`config.mk`:
```
export PLATFORM = sky130hd
export DESIGN_NAME = rpn_evaluator
export DESIGN_NICKNAME = d
export VERILOG_FILES = /design/src/rtl/rpn_evaluator.sv
export SDC_FILE = /design/constraint.sdc
export NUM_CORES = 2
export LEC_CHECK = 0
export CORE_ASPECT_RATIO = 1.1
export CORE_MARGIN = 4
export CORE_UTILIZATION = 55
export CTS_CLUSTER_SIZE = 14
export DETAILED_ROUTE_END_ITERATION = 8
export PLACE_DENSITY = 0.72
export SYNTH_ARGS = -nofsm -noshare
export SYNTH_HDL_FRONTEND = slang
export SYNTH_SLANG_ARGS = --single-unit
```
`constraint.sdc`:
```
create_clock -name clk -period 19.5 [get_ports clk]
set_clock_uncertainty 0.1 [all_clocks]
set_input_delay 1.95 -clock clk [delete_from_list [all_inputs] [get_ports clk]]
set_output_delay 1.95 -clock clk [all_outputs]
set_load 0.005 [all_outputs]
```
`src/rtl/rpn_evaluator.sv`:
```
// Postfix token-queue evaluator: one pass over the parser's output queue per start,
// producing a signed fixed-point result for the sampled x, or an error code.
module rpn_evaluator #(
    parameter int INTEGER_PART_WIDTH    = 8,
    parameter int FRACTIONAL_PART_WIDTH = 8,
    parameter int OUTPUT_QUEUE_SIZE     = 64,
    parameter int STACK_SIZE            = 16,
    localparam int NW = INTEGER_PART_WIDTH + FRACTIONAL_PART_WIDTH,
    localparam int IW = $clog2(OUTPUT_QUEUE_SIZE) + 2
) (
    input  logic          clk,
    input  logic          rst,
    input  logic          start,
    input  logic [NW-1:0] x,
    input  logic [IW-1:0] queue_length,
    output logic          queue_read,
    output logic [IW-1:0] queue_read_index,
    input  logic [NW:0]   queue_read_data,
    input  logic          queue_read_valid,
    output logic          busy,
    output logic          done,
    output logic [NW-1:0] result,
    output logic          error,
    output logic [2:0]    error_code
);

    localparam int FW = FRACTIONAL_PART_WIDTH;
    localparam int DW = NW + FW;
    localparam int SW = $clog2(STACK_SIZE + 1);
    localparam int AW = $clog2(STACK_SIZE);
    localparam logic [NW-1:0] ONE = NW'(1 << FW);

    localparam logic [2:0] OP_PLUS = 3'd0;
    localparam logic [2:0] OP_SUB  = 3'd1;
    localparam logic [2:0] OP_MUL  = 3'd2;
    localparam logic [2:0] OP_DIV  = 3'd3;
    localparam logic [2:0] OP_VAR  = 3'd6;

    typedef enum logic [3:0] {
        S_IDLE, S_FETCH, S_WAIT, S_EXEC, S_MUL, S_DIV, S_POW, S_FINISH, S_ERR, S_DONE
    } state_t;

    function automatic logic [NW-1:0] qmul(input logic [NW-1:0] a, input logic [NW-1:0] b);
        logic signed [2*NW-1:0] sa;
        logic signed [2*NW-1:0] sb;
        sa = {{NW{a[NW-1]}}, a};
        sb = {{NW{b[NW-1]}}, b};
        return NW'((sa * sb) >>> FW);
    endfunction

    function automatic logic [NW-1:0] mag(input logic [NW-1:0] v);
        return v[NW-1] ? -v : v;
    endfunction

    state_t        state_q;
    logic [NW-1:0] stack_q [STACK_SIZE];
    logic [SW-1:0] sp_q;
    logic [IW-1:0] idx_q, len_q;
    logic [NW-1:0] x_q;
    logic [NW:0]   entry_q;
    logic [NW-1:0] op_a_q, op_b_q, acc_q, dvs_q, rem_q, cnt_q;
    logic [DW-1:0] quot_q;
    logic          neg_q;
    logic [2:0]    ecode_q;
    logic          busy_q, done_q, error_q;
    logic [NW-1:0] result_q;
    logic [2:0]    error_code_q;

    logic [NW-1:0] tos, nos, mul_res, acc_d, rem_d, div_res;
    logic [NW:0]   trial;
    logic [DW-1:0] quot_d;
    logic [AW-1:0] wr_idx;
    logic          is_push;

    assign tos     = stack_q[AW'(sp_q - SW'(1))];
    assign nos     = stack_q[AW'(sp_q - SW'(2))];
    assign wr_idx  = AW'(sp_q - SW'(2));
    assign mul_res = qmul(op_a_q, op_b_q);
    assign acc_d   = qmul(acc_q, op_a_q);
    assign is_push = !entry_q[NW] || (entry_q[2:0] == OP_VAR);

    // One restoring-division step: shift the next dividend bit into the remainder.
    always_comb begin
        trial = {rem_q, quot_q[DW-1]};
        if (trial >= {1'b0, dvs_q}) begin
            rem_d  = NW'(trial - {1'b0, dvs_q});
            quot_d = {quot_q[DW-2:0], 1'b1};
        end else begin
            rem_d  = trial[NW-1:0];
            quot_d = {quot_q[DW-2:0], 1'b0};
        end
    end

    assign div_res = neg_q ? -quot_d[NW-1:0] : quot_d[NW-1:0];

    always_ff @(posedge clk) begin
        if (rst) begin
            state_q      <= S_IDLE;
            sp_q         <= '0;
            idx_q        <= '0;
            len_q        <= '0;
            x_q          <= '0;
            entry_q      <= '0;
            op_a_q       <= '0;
            op_b_q       <= '0;
            acc_q        <= '0;
            dvs_q        <= '0;
            rem_q        <= '0;
            cnt_q        <= '0;
            quot_q       <= '0;
            neg_q        <= 1'b0;
            ecode_q      <= '0;
            busy_q       <= 1'b0;
            done_q       <= 1'b0;
            error_q      <= 1'b0;
            result_q     <= '0;
            error_code_q <= '0;
        end else begin
            done_q <= 1'b0;
            unique case (state_q)
                S_IDLE: if (start) begin
                    x_q          <= x;
                    len_q        <= queue_length;
                    idx_q        <= '0;
                    sp_q         <= '0;
                    error_q      <= 1'b0;
                    error_code_q <= '0;
                    busy_q       <= 1'b1;
                    state_q      <= S_FETCH;
                end
                S_FETCH: state_q <= (idx_q == len_q) ? S_FINISH : S_WAIT;
                S_WAIT: if (queue_read_valid) begin
                    entry_q <= queue_read_data;
                    state_q <= S_EXEC;
                end
                S_EXEC: begin
                    idx_q   <= idx_q + IW'(1);
                    state_q <= S_FETCH;
                    if (is_push) begin
                        if (sp_q == SW'(STACK_SIZE)) begin
                            ecode_q <= 3'd2;
                            state_q <= S_ERR;
                        end else begin
                            stack_q[AW'(sp_q)] <= entry_q[NW] ? x_q : entry_q[NW-1:0];
                            sp_q <= sp_q + SW'(1);
                        end
                    end else if (entry_q[2:0] == 3'd5 || entry_q[2:0] == 3'd7) begin
                        ecode_q <= 3'd5;
                        state_q <= S_ERR;
                    end else if (sp_q < SW'(2)) begin
                        ecode_q <= 3'd1;
                        state_q <= S_ERR;
                    end else begin
                        case (entry_q[2:0])
                            OP_PLUS: begin
                                stack_q[wr_idx] <= nos + tos;
                                sp_q <= sp_q - SW'(1);
                            end
                            OP_SUB: begin
                                stack_q[wr_idx] <= nos - tos;
                                sp_q <= sp_q - SW'(1);
                            end
                            OP_MUL: begin
                                op_a_q  <= nos;
                                op_b_q  <= tos;
                                state_q <= S_MUL;
                            end
                            OP_DIV: begin
                                if (tos == '0) begin
                                    ecode_q <= 3'd3;
                                    state_q <= S_ERR;
                                end else begin
                                    quot_q  <= {mag(nos), {FW{1'b0}}};
                                    rem_q   <= '0;
                                    dvs_q   <= mag(tos);
                                    neg_q   <= nos[NW-1] ^ tos[NW-1];
                                    cnt_q   <= NW'(DW - 1);
                                    state_q <= S_DIV;
                                end
                            end
                            default: begin
                                if (tos[NW-1]) begin
                                    ecode_q <= 3'd4;
                                    state_q <= S_ERR;
                                end else begin
                                    op_a_q  <= nos;
                                    acc_q   <= ONE;
                                    cnt_q   <= tos >> FW;
                                    state_q <= S_POW;
                                end
                            end
                        endcase
                    end
                end
                S_MUL: begin
                    stack_q[wr_idx] <= mul_res;
                    sp_q    <= sp_q - SW'(1);
                    state_q <= S_FETCH;
                end
                S_DIV: begin
                    rem_q  <= rem_d;
                    quot_q <= quot_d;
                    cnt_q  <= cnt_q - NW'(1);
                    if (cnt_q == '0) begin
                        stack_q[wr_idx] <= div_res;
                        sp_q    <= sp_q - SW'(1);
                        state_q <= S_FETCH;
                    end
                end
                // A zero exponent still spends one cycle here and writes 1.0.
                S_POW: begin
                    if (cnt_q <= NW'(1)) begin
                        stack_q[wr_idx] <= (cnt_q == '0) ? acc_q : acc_d;
                        sp_q    <= sp_q - SW'(1);
                        state_q <= S_FETCH;
                    end else begin
                        acc_q <= acc_d;
                        cnt_q <= cnt_q - NW'(1);
                    end
                end
                S_FINISH: begin
                    done_q  <= 1'b1;
                    busy_q  <= 1'b0;
                    state_q <= S_DONE;
                    if (sp_q == SW'(1)) begin
                        result_q <= tos;
                    end else begin
                        result_q     <= '0;
                        error_q      <= 1'b1;
                        error_code_q <= 3'd6;
                    end
                end
                S_ERR: begin
                    result_q     <= '0;
                    error_q      <= 1'b1;
                    error_code_q <= ecode_q;
                    done_q       <= 1'b1;
                    busy_q       <= 1'b0;
                    state_q      <= S_DONE;
                end
                S_DONE:  state_q <= S_IDLE;
                default: state_q <= S_IDLE;
            endcase
        end
    end

    assign queue_read       = (state_q == S_FETCH) && (idx_q != len_q);
    assign queue_read_index = idx_q;
    assign busy             = busy_q;
    assign done             = done_q;
    assign result           = result_q;
    assign error            = error_q;
    assign error_code       = error_code_q;

endmodule

```
==> results_tabular.tex <==
\begin{tabular}{lr}
\hline
Metric & Value \\
\hline
\multicolumn{2}{l}{\textbf{Placed design}} \\
Final weighted congestion in routability-driven placement & 0.946 \\
Placed wire-length estimate after detailed placement & 78.7 mm \\
Total placed cells including tap cells & 4718 \\
Number of buffers inserted by port buffering & 75 \\
Worst setup slack before clock tree synthesis & 11.44 ns \\
\multicolumn{2}{l}{\textbf{STA}} \\
Setup TNS & 0 ns \\
Setup repair after global routing missed its margin & no \\
Share of the cycle needed by the critical path after routing & 42.0\% \\
Actual transition at the worst max-transition pin & 1.25 ns \\
Max-slew violation count & 0 \\
Tightest slew margin relative to the limit & 16.4\% \\
Final setup slack of the worst path & 11.32 ns \\
Final period demand of the worst path & 8.18 ns \\
Fin. Hold Viols & 0 \\
Maximum operating frequency & 122 MHz \\
\# setup viols final & 0 \\
\multicolumn{2}{l}{\textbf{Synth}} \\
Library cell occupying the most area in the post-synthesis netlist & sky130\_fd\_sc\_hd\_\_edfxtp\_1 \\
Asr flop ratio synth & 0\% \\
Cell count after synthesis & 3845 \\
Number of flops mapped to enable cells by yosys & 256 \\
Yosys reg bits & 460 \\
Portion of synthesized cell area occupied by the leading cell type & 19.8\% \\
Syn nets & 4449 \\
Sequential area share after synthesis & 30.3\% \\
Mean area per synthesized cell & 10.1 um\^{}2 \\
Commonest cells post-synth & sky130\_fd\_sc\_hd\_\_inv\_1 (523), sky130\_fd\_sc\_hd\_\_nand2\_1 (466), sky130\_fd\_sc\_hd\_\_fa\_1 (374), sky130\_fd\_sc\_hd\_\_edfxtp\_1 (256), sky130\_fd\_sc\_hd\_\_nor2\_1 (245) \\
Dominant cells by area after synthesis & sky130\_fd\_sc\_hd\_\_edfxtp\_1 (20\%), sky130\_fd\_sc\_hd\_\_fa\_1 (19\%), sky130\_fd\_sc\_hd\_\_dfxtp\_1 (10\%) \\
Top flip-flop cell by instance count after synthesis & sky130\_fd\_sc\_hd\_\_edfxtp\_1 \\
Unique cell type count in the Yosys netlist & 81 \\
Cell with the most instances after synthesis & sky130\_fd\_sc\_hd\_\_inv\_1 \\
Cell area after synthesis & 38900 um\^{}2 \\
Warnings from Yosys & 0 \\
\multicolumn{2}{l}{\textbf{Critical path}} \\
Worst setup startpoint & sp\_q[1]\$\_SDFFE\_PP0P\_ \\
Arrival time worst endpoint & 8.33 ns \\
FF-to-FF End & stack\_q[13][15]\$\_DFFE\_PP\_ \\
Worst setup path endpoint & stack\_q[13][15]\$\_DFFE\_PP\_ \\
Required @ worst endpoint & 19.65 ns \\
Crit path launch type & register \\
Register-to-register setup slack & 11.32 ns \\
Reg-to-reg startpoint & sp\_q[1]\$\_SDFFE\_PP0P\_ \\
Cells on worst reg2reg path & 22 \\
Biggest fanout along the worst timing path & 42 \\
Type of the worst setup path & reg -> reg \\
Capturing element type of the critical path & register \\
\multicolumn{2}{l}{\textbf{GRT}} \\
Via count of the first global-routing pass & 29539 \\
Congestion Overflow GR & 0 \\
Wire length of the first global-routing pass & 172 mm \\
Largest net degree at the start of global routing & 80 \\
Initial antenna violation count & 1 \\
Global Route Usage Sum & 29.8\% \\
\multicolumn{2}{l}{\textbf{Power and ir drop}} \\
Proportion of power drawn by flip-flops and latches & 32.1\% \\
Proportion of power drawn by combinational gates & 41.8\% \\
Switching power of the nets & 1.31 mW \\
Highest ir drop seen on vdd & 0.0887 mV \\
Switching share of power & 38.1\% \\
Cell Int Power & 2.12 mW \\
Power per cell area & 81.4 nW/um\^{}2 \\
Static Leak & 17.1 nW \\
Share of power burned in the clock network & 26.2\% \\
\multicolumn{2}{l}{\textbf{Cells and area}} \\
Register containing the most flip-flops in the final layout & stack\_q \\
Non-filler cells, final & 4806 \\
Layout Nets & 4435 \\
Fraction of layout cells with a size suffix above 1 & 8.84\% \\
Number of flip-flops in the largest register & 256 \\
Top flop regs & stack\_q: 256 flops, quot\_q: 24 flops, entry\_q: 17 flops \\
End-of-flow core utilization & 59.9\% \\
Area added between synthesis and finish & 8.07\% \\
\multicolumn{2}{l}{\textbf{Floorplan}} \\
Core Area & 70200 um\^{}2 \\
Starting density of the core & 55.4\% \\
Overall die height & 287 um \\
Overall die area & 75100 um\^{}2 \\
Std-Cell Rows & 102 \\
Number of top-level pins & 76 \\
DIE WIDTH & 262 um \\
\multicolumn{2}{l}{\textbf{Routing}} \\
First drt pass iteration count & 8 \\
Total wire length & 110 mm \\
Number of vias per cell after detailed routing & 6.04 \\
Violation count after the first detailed-route iteration & 2755 \\
DRC errors left & 0 \\
WL per Instance & 22.9 um \\
Total number of vias & 29018 \\
Count of nets left with antenna violations after detail routing & 0 \\
\multicolumn{2}{l}{\textbf{CTS}} \\
Maximum number of buffers from clock root to sink & 3 \\
Buffer count from post-CTS setup fixing & 0 \\
Clk\_lat worst skew & 0.61 ns \\
Clock buffers created by TritonCTS & 47 \\
CTS H-tree depth & 2 \\
Number of buffers inserted for hold repair after clock tree synthesis & 0 \\
CTS tree & done \\
Clock transition at the registers of the reported paths & 0.07 ns \\
Total clock sinks & 460 \\
Post-cts repair resize count & 0 \\
Root Driver & sky130\_fd\_sc\_hd\_\_clkbuf\_16 \\
\multicolumn{2}{l}{\textbf{Status}} \\
Result of the run & finished clean \\
\multicolumn{2}{l}{\textbf{Min path}} \\
Worst hold-check path type & reg -> reg \\
\multicolumn{2}{l}{\textbf{Run}} \\
Max-cap check violation count & 0 \\
\hline
\end{tabular}
==> routing by layer <==
metal	share of wire, %	wire [um]	GRT usage (%)
met2	49	54300	50.8
met1	38	42000	38.7
met4	4.8	5240	11.7
met3	7.8	8550	4.12
met5	0	0	0
==> layout by cell type, fill, tap and decap left out, types with 26 or more instances in the layout <==
master	n
sky130_fd_sc_hd__a211oi_1	39
sky130_fd_sc_hd__a21oi_1	190
sky130_fd_sc_hd__a22oi_1	30
sky130_fd_sc_hd__a31oi_1	26
sky130_fd_sc_hd__and2_1	238
sky130_fd_sc_hd__buf_4	76
sky130_fd_sc_hd__clkbuf_16	48
sky130_fd_sc_hd__clkdlybuf4s50_1	74
sky130_fd_sc_hd__dfxtp_1	201
sky130_fd_sc_hd__edfxtp_1	256
sky130_fd_sc_hd__fa_1	374
sky130_fd_sc_hd__ha_1	184
sky130_fd_sc_hd__inv_1	523
sky130_fd_sc_hd__mux2i_1	71
sky130_fd_sc_hd__mux4_2	119
sky130_fd_sc_hd__nand2_1	465
sky130_fd_sc_hd__nand3_1	62
sky130_fd_sc_hd__nor2_1	227
sky130_fd_sc_hd__nor3_1	43
sky130_fd_sc_hd__o21ai_0	78
sky130_fd_sc_hd__xnor2_1	107
sky130_fd_sc_hd__xor2_1	49
==> cell type report <==
type	instances	area [um^2]
Antenna cell	1	2.50
Clock buffer	64	1340
Multi-Input combinational cell	2646	24300
Sequential cell	460	11800
Timing Repair Buffer	151	1320
Fill cell	5879	28200
Clock inverter	23	198
Inverter	525	1970
Tap cell	936	1170
==> worst min-delay path by stage <==
| stage | start | end | slack [ns] | cells after the start |
|---|---|---|---|---|
| 2_1_floorplan | ecode_q[0]$_SDFFE_PP0P_ | error_code[0]$_SDFFE_PP0P_ | 0.33 | 2 |
| 3_3_place_gp | x_q[12]$_SDFFE_PP0P_ | x_q[12]$_SDFFE_PP0P_ | 0.34 | 2 |
| 3_5_place_dp | x_q[10]$_SDFFE_PP0P_ | x_q[10]$_SDFFE_PP0P_ | 0.35 | 2 |
| 4_1_cts | x_q[10]$_SDFFE_PP0P_ | x_q[10]$_SDFFE_PP0P_ | 0.35 | 2 |
| 5_1_grt | x_q[13]$_SDFFE_PP0P_ | x_q[13]$_SDFFE_PP0P_ | 0.37 | 2 |
| 6_report | x_q[12]$_SDFFE_PP0P_ | x_q[12]$_SDFFE_PP0P_ | 0.35 | 2 |
==> power by group through the flow <==
stage          Sequential (mW)  Combinational, mW  Clock [mW]
2_1_floorplan             1.10              0.994           0
3_3_place_gp              1.12               1.37           0
3_5_place_dp              1.12               1.39           0
4_1_cts                   1.10               1.40       0.905
5_1_grt                   1.10               1.52       0.948
6_report                  1.10               1.43       0.895
==> metrics by stage <==
step / hold WS [ns] / area [um^2] / total power [mW]
floorplan: 0.331 / 38900 / 2.09
global placement: 0.339 / 40500 / 2.49
detailed placement: 0.347 / 40500 / 2.50
CTS: 0.354 / 42000 / 3.40
global route: 0.371 / 42000 / 3.57
finish: 0.354 / 42000 / 3.42
==> worst max-delay path, stage by stage (launching register included) <==
cell,delay (ns)
sky130_fd_sc_hd__dfxtp_4,0.59
sky130_fd_sc_hd__clkinv_1,0.48
sky130_fd_sc_hd__ha_2,0.88
sky130_fd_sc_hd__buf_4,0.63
sky130_fd_sc_hd__mux4_1,0.40
sky130_fd_sc_hd__mux4_2,0.58
sky130_fd_sc_hd__inv_1,0.09
sky130_fd_sc_hd__ha_1,0.23
sky130_fd_sc_hd__nand2_1,0.06
sky130_fd_sc_hd__or4_1,0.58
sky130_fd_sc_hd__a21oi_1,0.35
sky130_fd_sc_hd__nor2_1,0.09
sky130_fd_sc_hd__xnor2_1,0.14
sky130_fd_sc_hd__ha_1,0.42
sky130_fd_sc_hd__nand2_1,0.07
sky130_fd_sc_hd__nor3_1,0.14
sky130_fd_sc_hd__a221oi_1,0.12
sky130_fd_sc_hd__a211o_1,0.31
sky130_fd_sc_hd__o21a_1,0.21
sky130_fd_sc_hd__o21ai_0,0.21
sky130_fd_sc_hd__xnor2_1,0.16
sky130_fd_sc_hd__nand2_1,0.09
sky130_fd_sc_hd__a311oi_2,0.87
==> logic make-up (layout without fill, tap and decap cells) <==
group	Yosys count	count (layout)	synth area share, %
multiplexers	230	230	10.8
adder cells (fa/ha/maj)	559	559	25.2
other	0	1	0
XOR/XNOR	160	160	3.69
buffers and inverters	739	763	7.61
flip-flops	460	460	30.3
AND/OR/NAND/NOR	1189	1189	14.4
AO/OA/AOI/OAI	508	508	8.12
Note: power is estimated with default switching activity, not from simulation.
